File: config.mk
export PLATFORM = sky130hd
export DESIGN_NAME = mc_control_unit
export DESIGN_NICKNAME = d
export VERILOG_FILES = /design/src/rtl/mc_control_unit.sv
export SDC_FILE = /design/constraint.sdc
export NUM_CORES = 1
export LEC_CHECK = 0
export ABC_AREA = 0
export ABC_CLOCK_PERIOD_IN_PS = 4700
export BUFFER_PORTS_ARGS = -buffer_cell sky130_fd_sc_hd__clkbuf_2
export CAP_MARGIN = 0
export CORE_MARGIN = 10
export CORE_UTILIZATION = 55
export CTS_CLUSTER_DIAMETER = 200
export DETAILED_ROUTE_END_ITERATION = 8
export HOLD_SLACK_MARGIN = 0.1
export PLACE_DENSITY_LB_ADDON = 0.1
export RECOVER_POWER = 100
export SYNTH_ARGS = -nofsm -noshare
export SYNTH_HDL_FRONTEND = slang
export SYNTH_SLANG_ARGS = --single-unit
File: constraint.sdc
create_clock -name clk -period 4.7 [get_ports clk]
set_clock_uncertainty 0.15 [all_clocks]
set_input_delay 0.94 -clock clk [delete_from_list [all_inputs] [get_ports clk]]
set_output_delay 0.94 -clock clk [all_outputs]
set_load 0.01 [all_outputs]
File: src/rtl/mc_control_unit.sv
// Multicycle MIPS control FSM: FETCH/DECODE/EXEC/MEM/WB sequencing, register_file addressing,
// PC/ALU/memory strobes and a retired-instruction counter. Define MC_CTRL_TRAP_EN to trap on illegal ops.
module mc_control_unit #(
  parameter int unsigned DATA_W = 24,
  parameter int unsigned REG_AW = 3,
  parameter int unsigned CNT_W  = 16
) (
  input  logic              clk,
  input  logic              reset,
  input  logic [DATA_W-1:0] instr,
  input  logic              imem_ready,
  input  logic              dmem_ready,
  input  logic              zero,
  output logic [REG_AW-1:0] Ra,
  output logic [REG_AW-1:0] Rb,
  output logic [REG_AW-1:0] Rw,
  output logic              enWrite,
  output logic              imem_req,
  output logic              dmem_read,
  output logic              dmem_write,
  output logic              pc_write,
  output logic [1:0]        pc_src,
  output logic [2:0]        alu_op,
  output logic              alu_src_imm,
  output logic              wb_sel,
  output logic              illegal,
  output logic [CNT_W-1:0]  retired
);

  localparam logic [3:0] OP_RTYPE = 4'd0;
  localparam logic [3:0] OP_ADDI  = 4'd1;
  localparam logic [3:0] OP_LW    = 4'd2;
  localparam logic [3:0] OP_SW    = 4'd3;
  localparam logic [3:0] OP_BEQ   = 4'd4;
  localparam logic [3:0] OP_J     = 4'd5;

  localparam logic [1:0] PC_SEQ    = 2'b00;
  localparam logic [1:0] PC_BRANCH = 2'b01;
  localparam logic [1:0] PC_JUMP   = 2'b10;

  localparam logic [2:0] ALU_ADD = 3'b000;
  localparam logic [2:0] ALU_SUB = 3'b001;

  typedef enum logic [2:0] {
    S_FETCH,
    S_DECODE,
    S_EXEC,
    S_MEM,
    S_WB
`ifdef MC_CTRL_TRAP_EN
    , S_TRAP
`endif
  } state_t;

  state_t            state, state_d;
  logic [DATA_W-1:0] ir, ir_d;
  logic              illegal_d;
  logic              retire;
  logic              jump_q, branch_q;

  logic [3:0]        op, op_d;
  logic [2:0]        rd_d, rs_d, rt_d, funct_d;
  logic              unused_imm;

  assign op         = ir[23:20];
  assign op_d       = ir_d[23:20];
  assign rd_d       = ir_d[19:17];
  assign rs_d       = ir_d[16:14];
  assign rt_d       = ir_d[13:11];
  assign funct_d    = ir_d[2:0];
  assign unused_imm = ^ir[10:3];

  // Next state, instruction latch, sticky illegal flag and retire pulse.
  always_comb begin
    state_d   = state;
    ir_d      = ir;
    illegal_d = illegal;
    retire    = 1'b0;
    case (state)
      S_FETCH: begin
        if (imem_req && imem_ready) begin
          ir_d    = instr;
          state_d = S_DECODE;
        end
      end
      S_DECODE: begin
        if (op == OP_J) begin
          retire  = 1'b1;
          state_d = S_FETCH;
        end else if (op > OP_J) begin
          illegal_d = 1'b1;
`ifdef MC_CTRL_TRAP_EN
          state_d   = S_TRAP;
`else
          retire    = 1'b1;
          state_d   = S_FETCH;
`endif
        end else begin
          state_d = S_EXEC;
        end
      end
      S_EXEC: begin
        if (op == OP_BEQ) begin
          retire  = 1'b1;
          state_d = S_FETCH;
        end else if (op == OP_LW || op == OP_SW) begin
          state_d = S_MEM;
        end else begin
          state_d = S_WB;
        end
      end
      S_MEM: begin
        if (dmem_ready) begin
          if (op == OP_SW) begin
            retire  = 1'b1;
            state_d = S_FETCH;
          end else begin
            state_d = S_WB;
          end
        end
      end
      S_WB: begin
        retire  = 1'b1;
        state_d = S_FETCH;
      end
      default: state_d = state;
    endcase
  end

  logic [REG_AW-1:0] ra_d, rb_d, rw_d;
  logic              en_write_d, imem_req_d, dmem_read_d, dmem_write_d;
  logic [1:0]        pc_src_d;
  logic [2:0]        alu_op_d;
  logic              alu_src_imm_d, wb_sel_d, jump_d, branch_d;

  // Moore output decode for the state being entered, so every strobe is a flop output.
  always_comb begin
    ra_d          = '0;
    rb_d          = '0;
    rw_d          = '0;
    en_write_d    = 1'b0;
    imem_req_d    = 1'b0;
    dmem_read_d   = 1'b0;
    dmem_write_d  = 1'b0;
    pc_src_d      = PC_SEQ;
    alu_op_d      = ALU_ADD;
    alu_src_imm_d = 1'b0;
    wb_sel_d      = 1'b0;
    jump_d        = 1'b0;
    branch_d      = 1'b0;
    if (state_d == S_FETCH) imem_req_d = 1'b1;
    if (state_d == S_DECODE || state_d == S_EXEC) begin
      ra_d = REG_AW'(rs_d);
      rb_d = REG_AW'(rt_d);
    end
    if (state_d == S_DECODE && op_d == OP_J) begin
      jump_d   = 1'b1;
      pc_src_d = PC_JUMP;
    end
    if (state_d == S_EXEC) begin
      if (op_d == OP_RTYPE) alu_op_d = funct_d;
      else if (op_d == OP_BEQ) alu_op_d = ALU_SUB;
      alu_src_imm_d = (op_d == OP_ADDI) || (op_d == OP_LW) || (op_d == OP_SW);
      if (op_d == OP_BEQ) begin
        branch_d = 1'b1;
        pc_src_d = PC_BRANCH;
      end
    end
    if (state_d == S_MEM) begin
      dmem_read_d  = (op_d == OP_LW);
      dmem_write_d = (op_d == OP_SW);
    end
    if (state_d == S_WB) begin
      rw_d       = REG_AW'(rd_d);
      en_write_d = (rd_d != 3'd0);
      wb_sel_d   = (op_d == OP_LW);
    end
  end

  always_ff @(posedge clk) begin
    if (reset) begin
      state       <= S_FETCH;
      ir          <= '0;
      illegal     <= 1'b0;
      retired     <= '0;
      Ra          <= '0;
      Rb          <= '0;
      Rw          <= '0;
      enWrite     <= 1'b0;
      imem_req    <= 1'b0;
      dmem_read   <= 1'b0;
      dmem_write  <= 1'b0;
      pc_src      <= PC_SEQ;
      alu_op      <= ALU_ADD;
      alu_src_imm <= 1'b0;
      wb_sel      <= 1'b0;
      jump_q      <= 1'b0;
      branch_q    <= 1'b0;
    end else begin
      state       <= state_d;
      ir          <= ir_d;
      illegal     <= illegal_d;
      retired     <= retired + CNT_W'(retire);
      Ra          <= ra_d;
      Rb          <= rb_d;
      Rw          <= rw_d;
      enWrite     <= en_write_d;
      imem_req    <= imem_req_d;
      dmem_read   <= dmem_read_d;
      dmem_write  <= dmem_write_d;
      pc_src      <= pc_src_d;
      alu_op      <= alu_op_d;
      alu_src_imm <= alu_src_imm_d;
      wb_sel      <= wb_sel_d;
      jump_q      <= jump_d;
      branch_q    <= branch_d;
    end
  end

  // The PC strobe is the one signal qualified in-cycle: by the fetch handshake and by the branch flag.
  assign pc_write = (imem_req & imem_ready) | jump_q | (branch_q & zero);

endmodule
; After elaboration in Yosys (flattened, before gate mapping)
; Cells that the tools add are included.
[word_totals]
register_bits = 66
input_bits = 29
output_inout_bits = 38
[classes]
add_sub_neg = 1
order_cmp = 1
n_eq_ne = 17
muxes = 24
bitwise = 9
reduce_logical = 16
[ops]
columns = operator, n
row1 = $mux W24, 2
row2 = $mux W3, 6
row3 = $add A16 B1 Y16, 1
row4 = $eq A4 B2 Y1 const B, 4
row5 = $eq A4 B3 Y1 const B, 4
row6 = $pmux W3 S5, 1
row7 = $eq A3 B2 Y1 const B, 4
row8 = $mux W2, 5
row9 = $mux W1, 9
row10 = $reduce_or A2 Y1, 4
row11 = $eq A3 B1 Y1 const B, 2
row12 = $eq A3 B3 Y1 const B, 2
row13 = $logic_not A3 Y1, 2
row14 = $not A1 Y1, 5
row15 = $eq A4 B1 Y1 const B, 1
row16 = $gt A4 B3 Y1 const B, 1
row17 = $logic_not A4 Y1, 1
row18 = $logic_or A1 B1 Y1, 4
row19 = $pmux W1 S4, 1
row20 = $reduce_and A3 Y1, 1
row21 = $reduce_bool A3 Y1, 1
row22 = $and A1 B1 Y1, 2
row23 = $logic_and A1 B1 Y1, 2
row24 = $or A1 B1 Y1, 2
row25 = $reduce_and A2 Y1, 1

; Depth between registers and ports, before layout
; Gate-level depths: netlist of the first run.
[depth]
word_depth = 10
ltp_mapped = 11

; Worst setup path before layout of the first run
; OpenSTA, ideal clock, no wires.
[synth_path]
path_kind = register to register
start = register state[0]
end = register retired[13]
arrival_ns = 2.492
path_slack_ns = 1.937
path_stages_with_launch = 11
path_cell_list = dfxtp_1 -> buf_4 -> or4b_1 -> o22ai_1 -> a32oi_1 -> nor3b_1 -> ha_1 -> nand3_1 -> nor4_4 -> nand3_1 -> mux2_2
[synth_between]
elab_chain_cells = 3
[synth_lines]
columns = item, line
row1 = start: declaration, 55  ; state_t state, state_d;
row2 = start signal: assignment, 200  ; state <= state_d;
row3 = "$eq A3 B3 Y1, or another cell as far along", 79  ; case (state)
row4 = $pmux W1 S4 *, 79
row5 = $add A16 B1 Y16 *, 203  ; retired <= retired + CNT_W'(retire);
row6 = end signal: assignment, 203
row7 = end: declaration, 27  ; output logic [CNT_W-1:0] retired
; Mark *: on every way between the ends. The rest lies on a longest branch, timed or not.
; A chain may end at the register's enable or synchronous reset.

; Final worst setup path of the first run
; Same ends and word-level chain as after synthesis.

==> results.tsv, run 1 <==
metric	value	unit
status	finished with violations	
failing checks	capacitance limit, slew limit	
Post-synth EDFFs	0	
Final #Nets	368	
First DRT Iteration DRCs	224	
drt pass-1 iters	5	
f_max	285	MHz
Clock Path Buffers	2	
Die Span X	87.9	um
Root Buffer	clkbuf_8	
Worst Setup Slack, final	1.19	ns
Slew headroom	-0.145	
TNS Setup	0	ns
vias in the first global route	2186	
Slowest-stage cell, CP	nor4_1	
final setup fails	0	
wire per inst	16.5	um
Antenna diodes	0	
top cell type by total area after synthesis	dfxtp_1	
CP startpoint	state[0]	
max-cap viol count	1	
worst r2r src	state[0]	
Worst-path clk slew	0.07	ns
post-synthesis simple-gate area fraction	0.285	
commonest cells in the netlist	57 x dfxtp_1, 32 x nor2_1, 22 x nand2_1	
Post-CTS Setup Inserts	0	
area delta synth->final	15.7	%
worst hold-check path type	flip-flop to flip-flop	
CTS Buf Count	9	
Worst-Margin Slew	1.72	ns
Max stage delay on crit path	0.70	ns
M2 GR Usage	0.254	
mapped cell area	2540	um2
# resized after CTS	0	
Slew Limit Fails	41	
global-route wire length before repair	10.4	mm
post-synth net total	316	
XOR/XNOR Fraction of Synth Area	0.0380	
leakage	1.04	nW
Initial Util	0.575	
minimum clock period	3.51	ns
GRT met3 Usage	0.0474	
total track usage	0.166	
DRC	0	
die area	7730	um2
Die Y	87.9	um
Yosys reg bits	57	
RSZ-0062 raised after global routing	false	
HP Start	ir[11]	
Syn Area/Cell	8.90	um2
top cell type's share of synthesized area	0.450	
critical path capture point type	flip-flop	
Yosys cell types	53	
vias post-DR	2345	
Fill cells	387	
GPL Wtd Cong	0.843	
top-count cell post-synth	dfxtp_1	
top cells by area, synth	dfxtp_1 45%, nor2_1 4.7%, nand3_1 3.7%, nor4_1 3.7%, a21oi_1 3.4%	
peak supply drop	0.269	mV
Final HPWL DP	4.37	mm
antenna-violating nets left	0	
Total Routed Length	6.52	mm
post-synthesis sequential area ratio	0.450	
Reg2Reg Depth	9	
Synth Flop Type	dfxtp_1	
DP Worst Slack	1.52	ns
Synth Area in Compound Gates	0.141	
grt met1 use	0.212	
worst path required time	4.76	ns
grt total ovfl	0	
Rows	24	
Critical Path, Cell by Cell	or4b_1 -> o22ai_1 -> a32oi_1 -> nor3b_1 -> ha_1 -> nand3_1 -> nor4_1 -> nand3_1 -> mux2_2	
Pwr Density	391	nW/um2
worst skew pair latency	0.33	ns
placeable core region	4410	um2
layout cells sized above 1	0.126	
share of flip-flops with an asynchronous set or reset	0	
main combinational cell family by area after synthesis	simple AND/OR/NAND/NOR gates	
Final Cycle Share	0.747	
vias per cell	5.95	
CTS tree	yes	
critical path class	flip-flop to flip-flop	
CTS H-tree lvls	3	
cell mode on critical path	nand3_1	
Post-Synth Adder-Cell Area	0.00986	
total I/O pin count	67	
cell count after synthesis	285	
antenna violations before repair	0	
CP arrival	3.58	ns
cts hold-fix bufs	0	
# port buffers	58	
Hold Vio Cnt, Final	0	
Synth Warn #	0	
largest net degree at the start of global routing	41	
mux contribution to synthesized area	0.0202	
WHS Path Cells	2	
CP Max Fanout	23	
busiest layer in global routing	met2	
CTS Sinks	57	
startpoint types	flip-flop	
-- cell families after synthesis --
family | Yosys count
AND/OR/NAND/NOR | 133
flip-flops | 57
AO/OA/AOI/OAI | 50
buffers and inverters | 27
XOR/XNOR | 11
multiplexers | 5
adder cells (fa/ha/maj) | 2
-- layout by cell type (no fill, tap or decap), drive strengths merged, types with 3 or more instances in the layout --
cell type / netlist / routed
and2: 3 / 3
o21ai: 9 / 9
a21oi: 17 / 17
nor2: 33 / 33
nor3: 10 / 10
xnor2: 9 / 9
mux2i: 4 / 4
nor4: 17 / 17
a31oi: 3 / 3
and3: 3 / 3
o31ai: 6 / 6
nand3: 19 / 19
dfxtp: 57 / 57
nand2: 23 / 23
inv: 8 / 8
clkbuf: 6 / 70
nor2b: 7 / 7
nand2b: 3 / 3
-- where the power goes --
part | internal, W | total, W | switching [W]
clock network | 0.000326 | 0.000524 | 0.000199
logic | 0.0000395 | 0.000112 | 0.0000721
registers | 0.000497 | 0.000512 | 0.0000142
total | 0.000863 | 0.00115 | 0.000285
-- registers in the layout, indices dropped and copies added, names as in the netlist, 2 cells and up --
register	cells
Ra	3
Rb	3
Rw	3
alu_op	3
ir	16
pc_src	2
retired	16
state	3
-- per-stage QoR --
step           hold slack (ns)  cells  utilization  power (W)  instance area (um2)
6_report                 0.309    394        0.665    0.00115                 2940
5_1_grt                  0.334    394        0.665    0.00119                 2940
4_1_cts                  0.307    394        0.685    0.00115                 3020
3_5_place_dp             0.298    378        0.633   0.000634                 2790
3_3_place_gp             0.289    378        0.633   0.000632                 2790
2_1_floorplan            0.282    285            -   0.000602                 2540
-- per-layer routing --
metal | up-vias | routed length [um]
li1 | 1120 | -
met1 | 1110 | 2810
met3 | 14 | 492
met4 | 0 | 135
met2 | 101 | 3070
met5 | - | 0
-- layout make-up --
type,count,area [um2],area share
Multi-Input combinational cell,201,1220,0.415
Sequential cell,57,1140,0.389
Timing Repair Buffer,60,251,0.0856
Clock buffer,11,151,0.0516
Clock inverter,5,77.6,0.0264
Tap cell,52,65.1,0.0222
Inverter,8,30.0,0.0102
-- critical path, delay by kind of cell, from the launching register on --
kind / cells / cell delay, ns
AO/OA/AOI/OAI: 2 / 0.26
adder cells (fa/ha/maj): 1 / 0.21
multiplexers: 1 / 0.30
AND/OR/NAND/NOR: 5 / 1.93
flip-flops: 1 / 0.56
-- final timing paths --
kind	endpoint	slack, ns
max	retired[13]	1.19
max reg2reg	retired[13]	1.19
min	ir[11]	0.31
min reg2reg	ir[11]	0.31
No activity file was read; power rests on OpenSTA's default activity.
==> inputs of run 2 (changes only) <==
Settings changed: ABC_CLOCK_PERIOD_IN_PS 4700 to 3300, CORE_UTILIZATION 55 to 52.
Clock period 4.7 ns to 3.3 ns, I/O delays scaled along.
==> results.tsv, run 2 (synthesized netlist as in run 1, its figures left out) <==
metric	value	unit
failing checks	capacitance limit, slew limit	
RSZ-0062 raised after global routing	false	
vias post-DR	2289	
placed cell area	2860	um2
final std cells w/o fill	415	
GPL Wtd Cong	0.849	
largest net degree at the start of global routing	40	
antenna violations before repair	0	
Root Buffer	clkbuf_8	
worst skew pair latency	0.33	ns
antenna-violating nets left	0	
leakage	1.07	nW
Pwr Density	524	nW/um2
global-route wire length before repair	11.1	mm
CTS tree	yes	
TNS Setup	0	ns
Initial Util	0.537	
CP Max Fanout	8	
CTS H-tree lvls	3	
Die Y	89.9	um
Multi-input gate area	1240	um2
max-cap viol count	1	
total I/O pin count	67	
grt total ovfl	0	
CTS Buf Count	9	
Die Span X	89.9	um
status	finished with violations	
placeable core region	4720	um2
Rows	25	
minimum clock period	2.89	ns
Slew Limit Fails	40	
vias in the first global route	2288	
cts hold-fix bufs	0	
top flop regs	ir x16, retired x16	
vias per cell	5.52	
wire per inst	15.7	um
CP arrival	2.89	ns
startpoint types	flip-flop	
Final HPWL DP	4.52	mm
f_max	346	MHz
die area	8070	um2
worst hold-check path type	flip-flop to flip-flop	
First DRT Iteration DRCs	182	
layout cells sized above 1	0.138	
peak supply drop	0.412	mV
total track usage	0.161	
critical path capture point type	flip-flop	
Post-CTS Setup Inserts	0	
drt pass-1 iters	4	
Worst-Margin Slew	1.77	ns
Inst Count DP	399	
DRC	0	
commonest cells after routing, fill and taps aside	57 x dfxtp_1, 45 x clkbuf_1, 32 x nor2_1	
worst path required time	3.30	ns
# port buffers	58	
most common cell after layout, fill and taps aside	dfxtp_1	
final instance area	2990	um2
CTS Sinks	57	
Slew headroom	-0.179	
Worst-path clk slew	0.06	ns
Hold Vio Cnt, Final	0	
Total Routed Length	6.52	mm
Clock Path Buffers	2	
# resized after CTS	0	
area delta synth->final	17.9	%
Antenna diodes	0	
Final #Nets	374	
FF+latch area	1140	um2
critical path class	flip-flop to flip-flop	
Fill cells	450	
final setup fails	0	
Final Cycle Share	0.877	
## run 2: report_power, final
part	internal [W]	leakage [nW]	switching (W)	total [W]
logic	0.0000600	0.500	0.000110	0.000170
registers	0.000709	0.461	0.0000130	0.000722
clock network	0.000410	0.107	0.000266	0.000676
## run 2: worst max-delay path, stage by stage, from the launching register on
cell and delay, ns:
dfxtp_1 0.37, or4b_1 0.52, o22ai_1 0.14, a32oi_1 0.12, nor3b_1 0.22, ha_1 0.21
ha_1 0.22, nand4_1 0.25, nor4_1 0.30, xnor2_1 0.16, nor2_1 0.05
## run 2: worst paths after layout
path | start | to | slack [ns] | cells after the start
worst max-delay path | ir[21] | retired[12] | 0.41 | 10
worst max register to register | ir[21] | retired[12] | 0.41 | 10
worst min register to register | ir[0] | ir[0] | 0.31 | 2
worst min-delay path | ir[0] | ir[0] | 0.31 | 2
## run 2: per-stage QoR
step	worst slack, ns	hold WS (ns)	utilization	power [W]
after global placement	0.537	0.289	0.605	0.000907
after detailed placement	0.504	0.299	0.605	0.000909
after floorplan	0.537	0.282	-	0.000858
final	0.407	0.307	0.634	0.00157
after CTS	0.463	0.308	0.649	0.00158
after global routing	0.198	0.338	0.634	0.00163
## run 2: cell type report
type / instances / area share
clock inverters: 2 / 0.0117
multi-input cells: 201 / 0.416
well taps: 67 / 0.0280
flip-flops and latches: 57 / 0.381
clock buffers: 14 / 0.0577
repair buffers: 66 / 0.0957
inverters: 8 / 0.0100
## run 2: routing by layer
layer / vias up / GRT usage / routed length (um)
met4: 0 / 0.0451 / 55
met2: 76 / 0.250 / 3050
met5: - / 0 / 0
met1: 1071 / 0.205 / 2930
met3: 6 / 0.0565 / 483
li1: 1136 / - / -
